**src/rtl/serial_tx_arbiter_if.sv**
```systemverilog
// Requester / transmitter handshake bundle for serial_tx_arbiter.
// master: the arbiter side.  slave: requesters plus transmitter.
interface serial_tx_arbiter_if;
  logic       cpu_req;
  logic [0:7] cpu_char;
  logic       cpu_ack;
  logic       mon_req;
  logic [0:7] mon_char;
  logic       mon_lock;
  logic       mon_ack;
  logic [0:7] tx_char;
  logic       tx_load;
  logic       tx_busy;
  logic       owner;
  logic       err_timeout;

  modport master (
    input  cpu_req, cpu_char, mon_req, mon_char, mon_lock, tx_busy,
    output cpu_ack, mon_ack, tx_char, tx_load, owner, err_timeout
  );

  modport slave (
    output cpu_req, cpu_char, mon_req, mon_char, mon_lock, tx_busy,
    input  cpu_ack, mon_ack, tx_char, tx_load, owner, err_timeout
  );
endinterface

```
**src/rtl/serial_tx_arbiter.sv**
```systemverilog
// Round-robin arbiter sharing one serial transmitter between the CPU
// teleprinter path and the monitor message source, with monitor lock,
// load-pulse sequencing, busy tracking and a busy-rise timeout.
module serial_tx_arbiter #(
  parameter int unsigned BUSY_TIMEOUT = 15
) (
  input  logic                 clk,
  input  logic                 reset,
  input  logic                 clear,
  serial_tx_arbiter_if.master  bus
);

  localparam logic [7:0] TIMEOUT_C = 8'(BUSY_TIMEOUT);

  typedef enum logic [2:0] {
    S_IDLE,
    S_LOAD,
    S_WAIT_BUSY,
    S_WAIT_DONE,
    S_DONE
  } state_t;

  state_t     state_q, state_d;
  logic [0:7] tx_char_q, tx_char_d;
  logic       tx_load_q, tx_load_d;
  logic       cpu_ack_q, cpu_ack_d;
  logic       mon_ack_q, mon_ack_d;
  logic       owner_q, owner_d;
  logic       err_q, err_d;
  logic [7:0] cnt_q, cnt_d;
  logic [7:0] cnt_inc;
  logic       grant_cpu, grant_mon;

  // Next-state, grant selection and registered-output precomputation
  always_comb begin
    state_d   = state_q;
    tx_char_d = tx_char_q;
    tx_load_d = 1'b0;
    cpu_ack_d = 1'b0;
    mon_ack_d = 1'b0;
    owner_d   = owner_q;
    err_d     = err_q;
    cnt_d     = cnt_q;
    cnt_inc   = cnt_q + 8'd1;
    grant_cpu = 1'b0;
    grant_mon = 1'b0;

    unique case (state_q)
      S_IDLE: begin
        // A held lock only counts while the monitor already owns the line.
        if (bus.mon_lock && owner_q) begin
          grant_mon = bus.mon_req;
        end else if (bus.cpu_req && bus.mon_req) begin
          grant_cpu = owner_q;
          grant_mon = ~owner_q;
        end else begin
          grant_cpu = bus.cpu_req;
          grant_mon = bus.mon_req;
        end

        if (grant_mon) begin
          tx_char_d = bus.mon_char;
          owner_d   = 1'b1;
          tx_load_d = 1'b1;
          state_d   = S_LOAD;
        end else if (grant_cpu) begin
          tx_char_d = bus.cpu_char;
          owner_d   = 1'b0;
          tx_load_d = 1'b1;
          state_d   = S_LOAD;
        end
      end

      S_LOAD: begin
        cnt_d   = '0;
        state_d = S_WAIT_BUSY;
      end

      S_WAIT_BUSY: begin
        if (bus.tx_busy) begin
          state_d = S_WAIT_DONE;
        end else begin
          cnt_d = cnt_inc;
          // Abandon the transfer but still ack so the owner never hangs.
          if (cnt_inc == TIMEOUT_C) begin
            err_d     = 1'b1;
            cpu_ack_d = ~owner_q;
            mon_ack_d = owner_q;
            state_d   = S_DONE;
          end
        end
      end

      S_WAIT_DONE: begin
        if (!bus.tx_busy) begin
          cpu_ack_d = ~owner_q;
          mon_ack_d = owner_q;
          state_d   = S_DONE;
        end
      end

      S_DONE: begin
        state_d = S_IDLE;
      end

      default: begin
        state_d = S_IDLE;
      end
    endcase
  end

  // State and output registers; reset and clear are equivalent
  always_ff @(posedge clk) begin
    if (reset || clear) begin
      state_q   <= S_IDLE;
      tx_char_q <= '0;
      tx_load_q <= 1'b0;
      cpu_ack_q <= 1'b0;
      mon_ack_q <= 1'b0;
      owner_q   <= 1'b1;
      err_q     <= 1'b0;
      cnt_q     <= '0;
    end else begin
      state_q   <= state_d;
      tx_char_q <= tx_char_d;
      tx_load_q <= tx_load_d;
      cpu_ack_q <= cpu_ack_d;
      mon_ack_q <= mon_ack_d;
      owner_q   <= owner_d;
      err_q     <= err_d;
      cnt_q     <= cnt_d;
    end
  end

  assign bus.tx_char     = tx_char_q;
  assign bus.tx_load     = tx_load_q;
  assign bus.cpu_ack     = cpu_ack_q;
  assign bus.mon_ack     = mon_ack_q;
  assign bus.owner       = owner_q;
  assign bus.err_timeout = err_q;

endmodule
```
**src/flat_wrapper.sv**
```systemverilog
// flat-port wrapper written by rule: the top's interface ports become plain ports
module serial_tx_arbiter_flat 
#(
  parameter int unsigned BUSY_TIMEOUT = 15
)
  (clk, reset, clear, bus_cpu_req, bus_cpu_char, bus_mon_req, bus_mon_char, bus_mon_lock, bus_tx_busy, bus_cpu_ack, bus_mon_ack, bus_tx_char, bus_tx_load, bus_owner, bus_err_timeout);
  serial_tx_arbiter_if bus_i ();
  input  logic clk;
  input  logic reset;
  input  logic clear;
  input wire logic [$bits(bus_i.cpu_req)-1:0] bus_cpu_req;
  input wire logic [$bits(bus_i.cpu_char)-1:0] bus_cpu_char;
  input wire logic [$bits(bus_i.mon_req)-1:0] bus_mon_req;
  input wire logic [$bits(bus_i.mon_char)-1:0] bus_mon_char;
  input wire logic [$bits(bus_i.mon_lock)-1:0] bus_mon_lock;
  input wire logic [$bits(bus_i.tx_busy)-1:0] bus_tx_busy;
  output wire logic [$bits(bus_i.cpu_ack)-1:0] bus_cpu_ack;
  output wire logic [$bits(bus_i.mon_ack)-1:0] bus_mon_ack;
  output wire logic [$bits(bus_i.tx_char)-1:0] bus_tx_char;
  output wire logic [$bits(bus_i.tx_load)-1:0] bus_tx_load;
  output wire logic [$bits(bus_i.owner)-1:0] bus_owner;
  output wire logic [$bits(bus_i.err_timeout)-1:0] bus_err_timeout;
  assign bus_i.cpu_req = bus_cpu_req;
  assign bus_i.cpu_char = bus_cpu_char;
  assign bus_i.mon_req = bus_mon_req;
  assign bus_i.mon_char = bus_mon_char;
  assign bus_i.mon_lock = bus_mon_lock;
  assign bus_i.tx_busy = bus_tx_busy;
  assign bus_cpu_ack = bus_i.cpu_ack;
  assign bus_mon_ack = bus_i.mon_ack;
  assign bus_tx_char = bus_i.tx_char;
  assign bus_tx_load = bus_i.tx_load;
  assign bus_owner = bus_i.owner;
  assign bus_err_timeout = bus_i.err_timeout;
  serial_tx_arbiter #(.BUSY_TIMEOUT(BUSY_TIMEOUT)) u_core (.clk(clk), .reset(reset), .clear(clear), .bus(bus_i));
endmodule
```
**config.mk**
```make
export PLATFORM = sky130hd
export DESIGN_NAME = serial_tx_arbiter_flat
export DESIGN_NICKNAME = d
export VERILOG_FILES = /design/src/rtl/serial_tx_arbiter_if.sv /design/src/rtl/serial_tx_arbiter.sv /design/src/flat_wrapper.sv
export SDC_FILE = /design/constraint.sdc
export NUM_CORES = 1
export LEC_CHECK = 0
export ABC_AREA = 1
export CAP_MARGIN = 0
export CORE_MARGIN = 5
export CORE_UTILIZATION = 32
export DETAILED_ROUTE_END_ITERATION = 8
export PLACE_DENSITY = 0.61
export SYNTH_ARGS = -nofsm -noshare
export SYNTH_HDL_FRONTEND = slang
export SYNTH_SLANG_ARGS = --single-unit
```
**constraint.sdc**
```tcl
create_clock -name clk -period 1.8 [get_ports clk]
set_input_delay 0.36 -clock clk [delete_from_list [all_inputs] [get_ports clk]]
set_output_delay 0.36 -clock clk [all_outputs]
set_load 0.05 [all_outputs]
```
Yosys cells after proc, flatten, opt, wreduce, memory -nomap -nowiden
Index checks and enable logic that the tools add are counted.

Register bits after elaboration: 24.

Bitwise logic cells: 3. Mux-type cells: 28. Add/sub/neg operators: 1. Reduce and logical (&&, ||, !) cells: 11. Equality and inequality tests: 8.

Operator list (number): 8-bit 2-to-1 mux (3); 1-bit 2-to-1 mux (16); 8-bit case mux with 2 select lines (1); 3-bit 2-to-1 mux (5); 3-bit case mux with 4 select lines (1); 8-bit by 1-bit adder with 8-bit output, second input constant (1); 8-bit by 4-bit equality test with 1-bit output, second input constant (1); 3-bit by 2-bit equality test with 1-bit output, second input constant (2); 3-bit AND reduction (2); 2-bit != test, second input constant (2); 1-bit case mux with 2 select lines (2); 2-bit AND reduction (2); 2-bit nonzero test (2); 3-bit by 1-bit equality test with 1-bit output, second input constant (1); 3-bit zero test (1); 3-bit by 1-bit != test with 1-bit output, second input constant (1); 3-bit by 2-bit != test with 1-bit output, second input constant (1); 1-bit NOT (3); 1-bit logical AND (2); 2-bit OR reduction (1); 1-bit logical OR (1).

Logic depth before layout (Yosys ltp)
Depth after elaboration: 7. Mapped depth: 11. Mapped depth without buffers: 11.

Worst setup path before layout
OpenSTA, ideal clock, no wires.

Kind: register -> register. Start point: reg u_core.owner_q (netlist: u_core.bus.owner). End point: reg u_core.state_q[0]. Data arrival time: 1.515 ns. Setup slack: 0.170 ns. Required time: 1.685 ns. Buffers on the path: 0. Cell stages (with the launch flop): 8. Cells stage by stage: dfxtp_1 nand2_1 nand2_1 nand2_1 nor4_1 a21oi_1 a21oi_1 nor2_1.

Word-level cells in the longest chain between the ends: 6.

Ends and longest elaborated chain: start: declaration (RTL line serial_tx_arbiter.sv:28) `logic owner_q, owner_d;`; start signal: assignment (RTL line serial_tx_arbiter.sv:129) `owner_q <= owner_d;`; 1-bit NOT (RTL line serial_tx_arbiter.sv:55) `grant_mon = ~owner_q;`; 1-bit 2-to-1 mux (RTL line serial_tx_arbiter.sv:53) `end else if (bus.cpu_req && bus.mon_req) begin`; 1-bit 2-to-1 mux (RTL line serial_tx_arbiter.sv:51) `if (bus.mon_lock && owner_q) begin`; 1-bit 2-to-1 mux (RTL line serial_tx_arbiter.sv:48) `unique case (state_q)`; 3-bit 2-to-1 mux or 3-bit by 1-bit != test with 1-bit output (tied branches); 3-bit case mux with 4 select lines or 3-bit AND reduction (tied branches); end signal: assignment (RTL line serial_tx_arbiter.sv:124) `state_q <= state_d;`; end: declaration (RTL line serial_tx_arbiter.sv:23) `state_t state_q, state_d;`.

Parallel ways exist; a longest one is shown, timed or not. The select of a mux whose other input is x is not followed. A chain may end at the register's enable or synchronous reset.

Worst setup path after layout
Start point: in bus_mon_lock. End point: reg u_core.state_q[0].

Word-level cells in the longest chain between the ends: 5.

Ends and longest elaborated chain: start: declaration (RTL line flat_wrapper.sv:15) `input wire logic [$bits(bus_i.mon_lock)-1:0] bus_mon_lock;`; 1-bit logical AND (*) (RTL line serial_tx_arbiter.sv:51); 1-bit 2-to-1 mux (RTL line serial_tx_arbiter.sv:51); 1-bit 2-to-1 mux (RTL line serial_tx_arbiter.sv:48); 3-bit 2-to-1 mux or 3-bit by 1-bit != test with 1-bit output (tied branches); 3-bit case mux with 4 select lines or 3-bit AND reduction (tied branches).

Every way passes the cells marked *; elsewhere a longest branch is shown, timed or not. The select of a mux whose other input is x is not followed.

==> impl_metrics.json <==
{
  "status": "finished clean",
  "postCtsSetupRepairBufs": 0,
  "hpwlAfterDp_um": 2310,
  "max_freq_ghz": 0.671,
  "async_reset_ff_share_pct": 0,
  "overflow": 0,
  "synth_fa_ha_area_share_pct": 2.13,
  "cts_tree": "done",
  "grt_pass1_vias": 1142,
  "dieArea_sq_mm": 0.00498,
  "htreeDepth": 1,
  "p_sw_uw": 363,
  "yosys.area_share.simple_pct": 29.4,
  "filler_cell_count": 380,
  "wl_per_cell_um": 11.4,
  "ys.flop_type": "dfxtp_1",
  "tightest_slew_ns": 0.351,
  "clock_path_buffers": 2,
  "grt_use_total_pct": 12.5,
  "avgSynthCellArea_sq_um": 7.16,
  "pwr-share-comb_pct": 21.3,
  "root_buffer": "clkbuf_8",
  "peakVddDrop_v": 0.000313,
  "cts_resized": 0,
  "synth_cells": 164,
  "path_class": "in -> reg",
  "grt_max_degree": 15,
  "yosysWarningCount": 0,
  "clk_latency_ns": 0.27,
  "num_rows": 22,
  "cellLeakagePower_nw": 0.681,
  "grt_first_pass_wirelength_um": 5060,
  "syn_area_sq_mm": 0.00117,
  "synth.distinct_cells": 27,
  "cts_buffers": 3,
  "cp_data_arrival_time_ns": 1.67,
  "synthMuxAreaShare_pct": 0,
  "most-common-layout-cells": "nand2_1 (36), a21oi_1 (27), dfxtp_1 (24)",
  "finalHoldViolCount": 0,
  "layout-drive-gt1-share_pct": 21.2,
  "cp-end-kind": "flop",
  "p_seq_share_pct": 42.8,
  "ant_nets": 0,
  "antenna_found_initial": 0,
  "p_per_area_mw_per_mm2": 796,
  "intPower_uw": 967,
  "hp-class": "reg -> reg",
  "chipHeight_um": 70.6,
  "setup-violations-final": 0,
  "cap_viol_max_count": 0,
  "initial_core_util_pct": 32.6,
  "pin_count": 36,
  "nets": 234,
  "placed_area_sq_mm": 0.00160,
  "synth-compound-area-share_pct": 20.2,
  "die_x_um": 70.6,
  "tns_ns": 0,
  "synth_xor_area_share_pct": 1.49,
  "synth_top_family_by_area": "simple AND/OR/NAND/NOR gates",
  "drt_pass1_iterations": 4,
  "layout_commonest_cell": "nand2_1",
  "total_power_mw": 1.33,
  "drcViolationCount": 0,
  "seq_area_frac_synth_pct": 40.9,
  "finalMaxSlewViolations": 0,
  "clkPwrFrac_pct": 35.9,
  "clk_pin_slew_worst_paths_ns": 0.09,
  "rsz0062_at_grt": "no",
  "drtIter0Drc": 48,
  "antenna_cells": 0,
  "cts-hold-fix-buffers": 0,
  "drt-vias-per-instance": 4.56,
  "fin_crit_ns": 1.49,
  "rr_startpoint": "u_core.cnt_q[0]",
  "hp-start": "u_core.bus.err_timeout",
  "startpoint": "bus_mon_lock",
  "required_ns": 1.98,
  "crit_fanout": 4,
  "skew_ns": 0.00977,
  "cts.sinks": 24,
  "final_cell_area_sq_mm": 0.00167,
  "synth_edf_count": 0,
  "place_congestion": 0.760,
  "swShare_pct": 27.3,
  "synth-seq-cells": 24,
  "num_vias": 1168,
  "fin_crit_sh_pct": 82.8,
  "relSlewSlack_pct": 76.4,
  "port_buffers": 35,
  "core_sq_mm": 0.00361,
  "area_growth_pct": 42.3,
  "start_kind": "input port",
  "synth_fp_nets": 189,
  "postRouteWirelength_um": 2930
}
## per-layer routing
layer  GRT usage (%)  vias to the layer above  share of wire [%]
li1                -                      632                  -
met1            15.6                      493                 46
met2            20.6                       38                 45
met3            3.69                        5                8.1
met4            4.38                        0                1.4
met5               0                        -                  0
## cells in the mapped netlist (2+ instances only)
library cell  count  area share, %
nand2_1          36             12
a21oi_1          27             12
dfxtp_1          24             41
o21ai_0          12            5.1
nor2_1           11            3.5
inv_1             9            2.9
inv_2             6            1.9
nor3_1            6            2.6
nand3_1           5            2.1
nand2_2           4            2.1
nor2_2            3            1.6
clkbuf_1          2           0.64
ha_1              2            2.1
nand3_2           2            1.7
or2_2             2            1.1
xor2_1            2            1.5
## through the flow
stage	util [%]	hold slack, ns	cells	setup slack, ns
5_1_grt	46.4	0.513	256	0.114
3_3_place_gp	44.4	0.454	252	0.0430
2_1_floorplan	-	0.458	164	0.170
4_1_cts	46.4	0.483	256	0.300
3_5_place_dp	44.4	0.467	252	0.0291
6_report	46.4	0.477	256	0.309
## worst paths after layout
path | endpoint | slack, ns | depth (start not counted)
max reg2reg | u_core.state_q[1] | 0.31 | 10
min reg2reg | u_core.bus.err_timeout | 0.48 | 1
max | u_core.state_q[0] | 0.31 | 8
min | u_core.bus.err_timeout | 0.48 | 1
## registers in the layout, summed over array words and instances (netlist names)
signal and flops:
u_core.bus.owner 1, u_core.cnt_q 8, u_core.bus.err_timeout 1, u_core.bus.cpu_ack 1
u_core.bus.tx_char 8, u_core.bus.mon_ack 1, u_core.state_q 3, u_core.bus.tx_load 1
## power groups by stage
stage | clock [mW] | combinational [mW] | sequential [mW]
6_report | 0.478 | 0.284 | 0.569
4_1_cts | 0.490 | 0.287 | 0.569
5_1_grt | 0.516 | 0.310 | 0.574
2_1_floorplan | 0 | 0.109 | 0.636
3_3_place_gp | 0 | 0.285 | 0.582
3_5_place_dp | 0 | 0.286 | 0.581
## critical path, cell delays in order
cell and delay (ns):
clkdlybuf4s50_1 0.45, nand2_1 0.07, nand2_1 0.07, nand2_1 0.06
nor4_1 0.27, a21oi_1 0.15, a21oi_1 0.17, nor2_1 0.06
## kinds of logic (layout without fill, tap and decap cells)
kind of cell,Yosys count,count (layout)
AOI/OAI and AO/OA,44,44
xor gates and xnor gates,2,2
adders and majority gates,2,2
buffers and inverters,18,62
DFF,24,24
and+or+nand+nor,74,74
## cell type report
type	count	area, sq um	share of cell area, %
clock buffers	3	41.3	2.47
clock inverters	1	30.0	1.80
inverters	15	56.3	3.37
multi-input cells	122	626	37.4
flip-flops and latches	24	480	28.7
well taps	48	60.1	3.59
repair buffers	43	378	22.6
Note: power is estimated with default switching activity, not from simulation.
